--- src/rtl/mux_rr_arbiter.sv ---
// mux_rr_arbiter: four-requester round-robin arbiter driving a shared 4:1 data mux.
// Optional forced rotation after HOLD_MAX grant cycles: define MUX_ARB_TIMEOUT_EN.
module mux_rr_arbiter #(
   parameter int HOLD_MAX = 8
) (
   input  logic       clk,
   input  logic       rst,
   input  logic [3:0] req,
   input  logic [3:0] d,
   output logic [3:0] gnt,
   output logic [1:0] select,
   output logic       busy,
   output logic       q
);

   // state | meaning
   // IDLE  | no owner, gnt = 0, select keeps the last owner
   // GRANT | owner holds a one-hot gnt, select = owner
   typedef enum logic {
      IDLE  = 1'b0,
      GRANT = 1'b1
   } state_t;

   state_t     state;
   state_t     state_nxt;
   logic [1:0] owner;
   logic [1:0] owner_nxt;
   logic [1:0] ptr;
   logic [1:0] ptr_nxt;
   logic [3:0] gnt_nxt;
   logic [1:0] select_nxt;
   logic [3:0] others;
   logic [1:0] win_ptr;
   logic       grant_new;
   logic [1:0] grant_idx;
   logic       hold_expired;

   if (HOLD_MAX < 2 || HOLD_MAX > 255) begin : g_bad_hold_max
      $error("mux_rr_arbiter: HOLD_MAX must be in 2..255");
   end

   // First set bit of r, scanning base, base+1, base+2, base+3 (mod 4).
   function automatic logic [1:0] rr_pick(input logic [3:0] r, input logic [1:0] base);
      logic [1:0] idx;
      logic       found;
      rr_pick = base;
      found   = 1'b0;
      for (int i = 0; i < 4; i++) begin
         idx = base + 2'(i);
         if (!found && r[idx]) begin
            rr_pick = idx;
            found   = 1'b1;
         end
      end
   endfunction

   assign others  = req & ~(4'b0001 << owner);
   assign win_ptr = rr_pick(req, ptr);

`ifdef MUX_ARB_TIMEOUT_EN
   localparam logic [7:0] HOLD_LAST = 8'(HOLD_MAX - 1);

   logic [7:0] hold_cnt;
   logic [7:0] hold_cnt_nxt;

   assign hold_expired = (hold_cnt == HOLD_LAST);
`else
   assign hold_expired = 1'b0;
`endif

   always_comb begin
      state_nxt  = state;
      owner_nxt  = owner;
      ptr_nxt    = ptr;
      gnt_nxt    = gnt;
      select_nxt = select;
      grant_new  = 1'b0;
      grant_idx  = win_ptr;

      case (state)
         IDLE: begin
            if (req != 4'b0000) begin
               grant_new = 1'b1;
            end
         end
         GRANT: begin
            if (req == 4'b0000) begin
               state_nxt = IDLE;
               gnt_nxt   = 4'b0000;
            end else if (!req[owner]) begin
               grant_new = 1'b1;
            end else if (hold_expired && (others != 4'b0000)) begin
               // forced rotation: the owner is skipped even though it still requests
               grant_new = 1'b1;
               grant_idx = rr_pick(others, owner + 2'd1);
            end
         end
         default: begin
            state_nxt = IDLE;
            gnt_nxt   = 4'b0000;
         end
      endcase

      if (grant_new) begin
         state_nxt  = GRANT;
         owner_nxt  = grant_idx;
         select_nxt = grant_idx;
         gnt_nxt    = 4'b0001 << grant_idx;
         ptr_nxt    = grant_idx + 2'd1;
      end
   end

`ifdef MUX_ARB_TIMEOUT_EN
   always_comb begin
      hold_cnt_nxt = hold_cnt;
      if (grant_new) begin
         hold_cnt_nxt = 8'd0;
      end else if (state == GRANT && !hold_expired) begin
         hold_cnt_nxt = hold_cnt + 8'd1;
      end
   end

   always_ff @(posedge clk or posedge rst) begin
      if (rst) begin
         hold_cnt <= 8'd0;
      end else begin
         hold_cnt <= hold_cnt_nxt;
      end
   end
`endif

   always_ff @(posedge clk or posedge rst) begin
      if (rst) begin
         state  <= IDLE;
         owner  <= 2'd0;
         ptr    <= 2'd0;
         gnt    <= 4'b0000;
         select <= 2'd0;
      end else begin
         state  <= state_nxt;
         owner  <= owner_nxt;
         ptr    <= ptr_nxt;
         gnt    <= gnt_nxt;
         select <= select_nxt;
      end
   end

   assign busy = |gnt;
   assign q    = busy ? d[select] : 1'b0;

endmodule
--- config.mk ---
export PLATFORM = sky130hd
export DESIGN_NAME = mux_rr_arbiter
export DESIGN_NICKNAME = d
export VERILOG_FILES = /design/src/rtl/mux_rr_arbiter.sv
export SDC_FILE = /design/constraint.sdc
export NUM_CORES = 1
export LEC_CHECK = 0
export ABC_AREA = 1
export CAP_MARGIN = 20
export CELL_PAD_IN_SITES_DETAIL_PLACEMENT = 1
export CELL_PAD_IN_SITES_GLOBAL_PLACEMENT = 2
export CORE_MARGIN = 5
export CORE_UTILIZATION = 26
export DETAILED_ROUTE_END_ITERATION = 6
export PLACE_DENSITY_LB_ADDON = 0.1
export REMOVE_ABC_BUFFERS = 1
export SYNTH_ARGS = -nofsm -noshare
export SYNTH_HDL_FRONTEND = slang
export SYNTH_SLANG_ARGS = --single-unit
--- constraint.sdc ---
create_clock -name clk -period 2.1 [get_ports clk]
set_clock_uncertainty 0.1 [all_clocks]
set_input_delay 0.63 -clock clk [delete_from_list [all_inputs] [get_ports clk]]
set_output_delay 0.63 -clock clk [all_outputs]
set_load 0.1 [all_outputs]
==> summary.txt, run 1 <==
Status
  • Outcome: completed

Synthesis
  • Syn Area/Cell: 6.274 sq um
  • Post-Syn Area: 865.8 sq um
  • Sequential-to-total area share from yosys stat: between 20% and 30%
  • Asr flop ratio synth: 100.0%
  • Cell count after synthesis: 138
  • Number of flops mapped to enable cells by yosys: 0
  • Synth top area share: 26.01%
  • Synth Register Bits: 9
  • Largest area contributor in the netlist: dfrtp_1
  • Most frequent cell after synthesis: nand2_1
  • Most frequent cells after synthesis: nand2_1 (55), nand3_1 (14), nand2_2 (12)
  • Yosys cell types: 19
  • Yosys Warn Count: 0
  • Main synth FF type: dfrtp_1
  • Synth area leaders: dfrtp_1 (26%), nand2_1 (24%), nand2_2 (8.7%)

Placement
  • Dpl cells: 208
  • PortBufs: 17
  • Final Wtd Congestion: 0.7387
  • Hpwl dp: 2.104 mm

Clocking
  • Worst-Skew Late Latency: 0.26 ns
  • Total CTS buffers: 3
  • CTS tree: done
  • Clock slew at reported path FFs: about 0.060 ns
  • Post-CTS Hold Buffers: 0
  • Clk Tree Root Cell: clkbuf_4
  • CTS max path bufs: 2
  • Clock sinks: 9
  • H-tree Lvls: 1

Worst setup path
  • Max FO, Critical Path: 2
  • CP arrival: 1.33 ns
  • Critical path type: reg -> out
  • Setup crit start kind: flop
  • Worst Path Required: 1.37 ns
  • Endpoint class of the critical path: primary output

Route
  • Drt pass-1 iters: 2
  • Vias/cell: 4.500
  • Post-Route WL: 2.644 mm
  • DR iter-0 viols: 28
  • WL/cell: 12.36 microns
  • DR DRC count: 0
  • Routed Antenna Nets: 0
  • Via count: 963

Floorplan
  • Die width: 67.71 microns
  • Full die area: 4584 sq um
  • I/O pins: 18
  • Initial Utilization: a little over a quarter
  • Core area: 3284 sq um
  • DIE HEIGHT: 67.71 microns
  • Std cell rows: 21

Cells and area
  • Area grow syn2layout: 47.25%
  • Layout cells sized above 1: 35.71%
  • Final Non-Filler Cells: 214
  • Final layout net count: 179
  • ANT cells: 0

Worst hold path
  • Worst hold path type: in -> async

Global routing
  • Number of global-route vias before repair: 1018
  • Gr usage total: approximately an eighth
  • First-pass GRT wire length: 4.526 mm
  • Largest net degree at the start of global routing: 14
  • GR Overflow Total: 0
  • Initial antenna violation count: 0

Timing
  • Final Hold Fails: 0
  • Endpoints failing setup: 0
  • Max Fclk: 485.3 MHz
  • Hold_ws: 0.5292 ns
  • Worst slew pin tran: 0.3508 ns
  • Pins Over Slew Limit: 0
  • Unrepaired setup endpoints after global routing: yes
  • Slew Limit Headroom: 76.59%
  • Period utilization: a little over nine tenths
  • Tmin final: a little over 2 ns

Job
  • MaxCap Viol Count: 0
[final timing paths]
| path | start | to | slack, ns | cells after the start |
|---|---|---|---|---|
| worst min register to register | ptr[1]$_DFFE_PP0P_ | ptr[1]$_DFFE_PP0P_ | 0.54 | 2 |
| worst max-delay path | gnt[0]$_DFFE_PP0P_ | q | 0.04 | 4 |
| min in group clk | ptr[1]$_DFFE_PP0P_ | ptr[1]$_DFFE_PP0P_ | 0.54 | 2 |
| worst max register to register | ptr[0]$_DFFE_PP0P_ | ptr[1]$_DFFE_PP0P_ | 0.19 | 14 |
| worst min-delay path | rst | gnt[0]$_DFFE_PP0P_ | 0.53 | 2 |
| max in group asynchronous | rst | ptr[1]$_DFFE_PP0P_ | 1.09 | 2 |
[flip-flops by register name (all words and copies together), names as in the netlist]
signal / flops
ptr: 2
gnt: 4
owner: 2
state: 1
[layer usage]
metal / global-route usage (%) / vias up / part of all wire, %
met1: 15.64 / 452 / 45
li1: - / 495 / -
met3: 1.830 / 5 / 1.6
met5: 0 / - / 0
met4: 4.557 / 0 / 1.4
met2: 22.72 / 11 / 52
[final cells by class]
| cell class | instances | area (sq um) |
|---|---|---|
| multi-input combinational | 111 | 576.8 |
| inverter | 15 | 58.81 |
| tap | 46 | 57.56 |
| clock buffer | 4 | 26.28 |
| timing repair buffer | 29 | 326.6 |
| sequential | 9 | 229.0 |
| fill | 452 | 2009 |
[critical path, cell delays in order (launching register included)]
cell     delay [ns]
dfrtp_1        0.41
nor4_4         0.28
buf_4          0.16
a21oi_2        0.04
buf_12         0.17
[kinds of logic after synthesis]
kind of cell	share of synthesized area [%]
simple gates	54.19
buf+inv	10.26
compound gates	9.537
flops	26.01
[cells in the final DEF (no fill, tap or decap), drive strengths merged]
cell type      Yosys  final
nor2               7      7
nor4               1      1
a21oi              5      5
buf                3     21
clkdlybuf4s50      0      1
inv               15     15
dfrtp              9      9
nand4              1      1
nand3             17     17
clkbuf             0      5
dlygate4sd2        0      5
o21ai             10     10
dlymetal6s2s       0      1
nand2             70     70
[timing repair]
item | 4_1_cts | 5_1_grt
cloned | 0 | 0
pin swaps | 5 | 4
endpoints found under the setup margin | 6 | 10
setup buffers | 2 | 0
resized for setup | 16 | 7
[stage by stage]
stage,setup WS [ns],area (sq um),setup TNS (ns),util (%)
after global placement,-0.3680,1219,-2.282,37.10
final,0.03960,1275,0,38.82
after floorplan,-1.411,835.8,-1.804,-
after detailed placement,-0.3819,1219,-2.707,37.10
after CTS,-0.02737,1262,-0.03693,38.44
after global routing,-0.04926,1275,-0.08017,38.82
Power of run 1 is left out: the tool's default activity adds up to more than one toggle a clock period on the data nets, which glitch-free logic cannot reach.
==> run 2: changes to the inputs <==
- CAP_MARGIN: 20 -> 15
- SLEW_MARGIN: default -> 5
==> results of run 2 <==
Final layout, timing and power as in run 1 (identical DEF).
Power of run 2 is left out for the same reason.
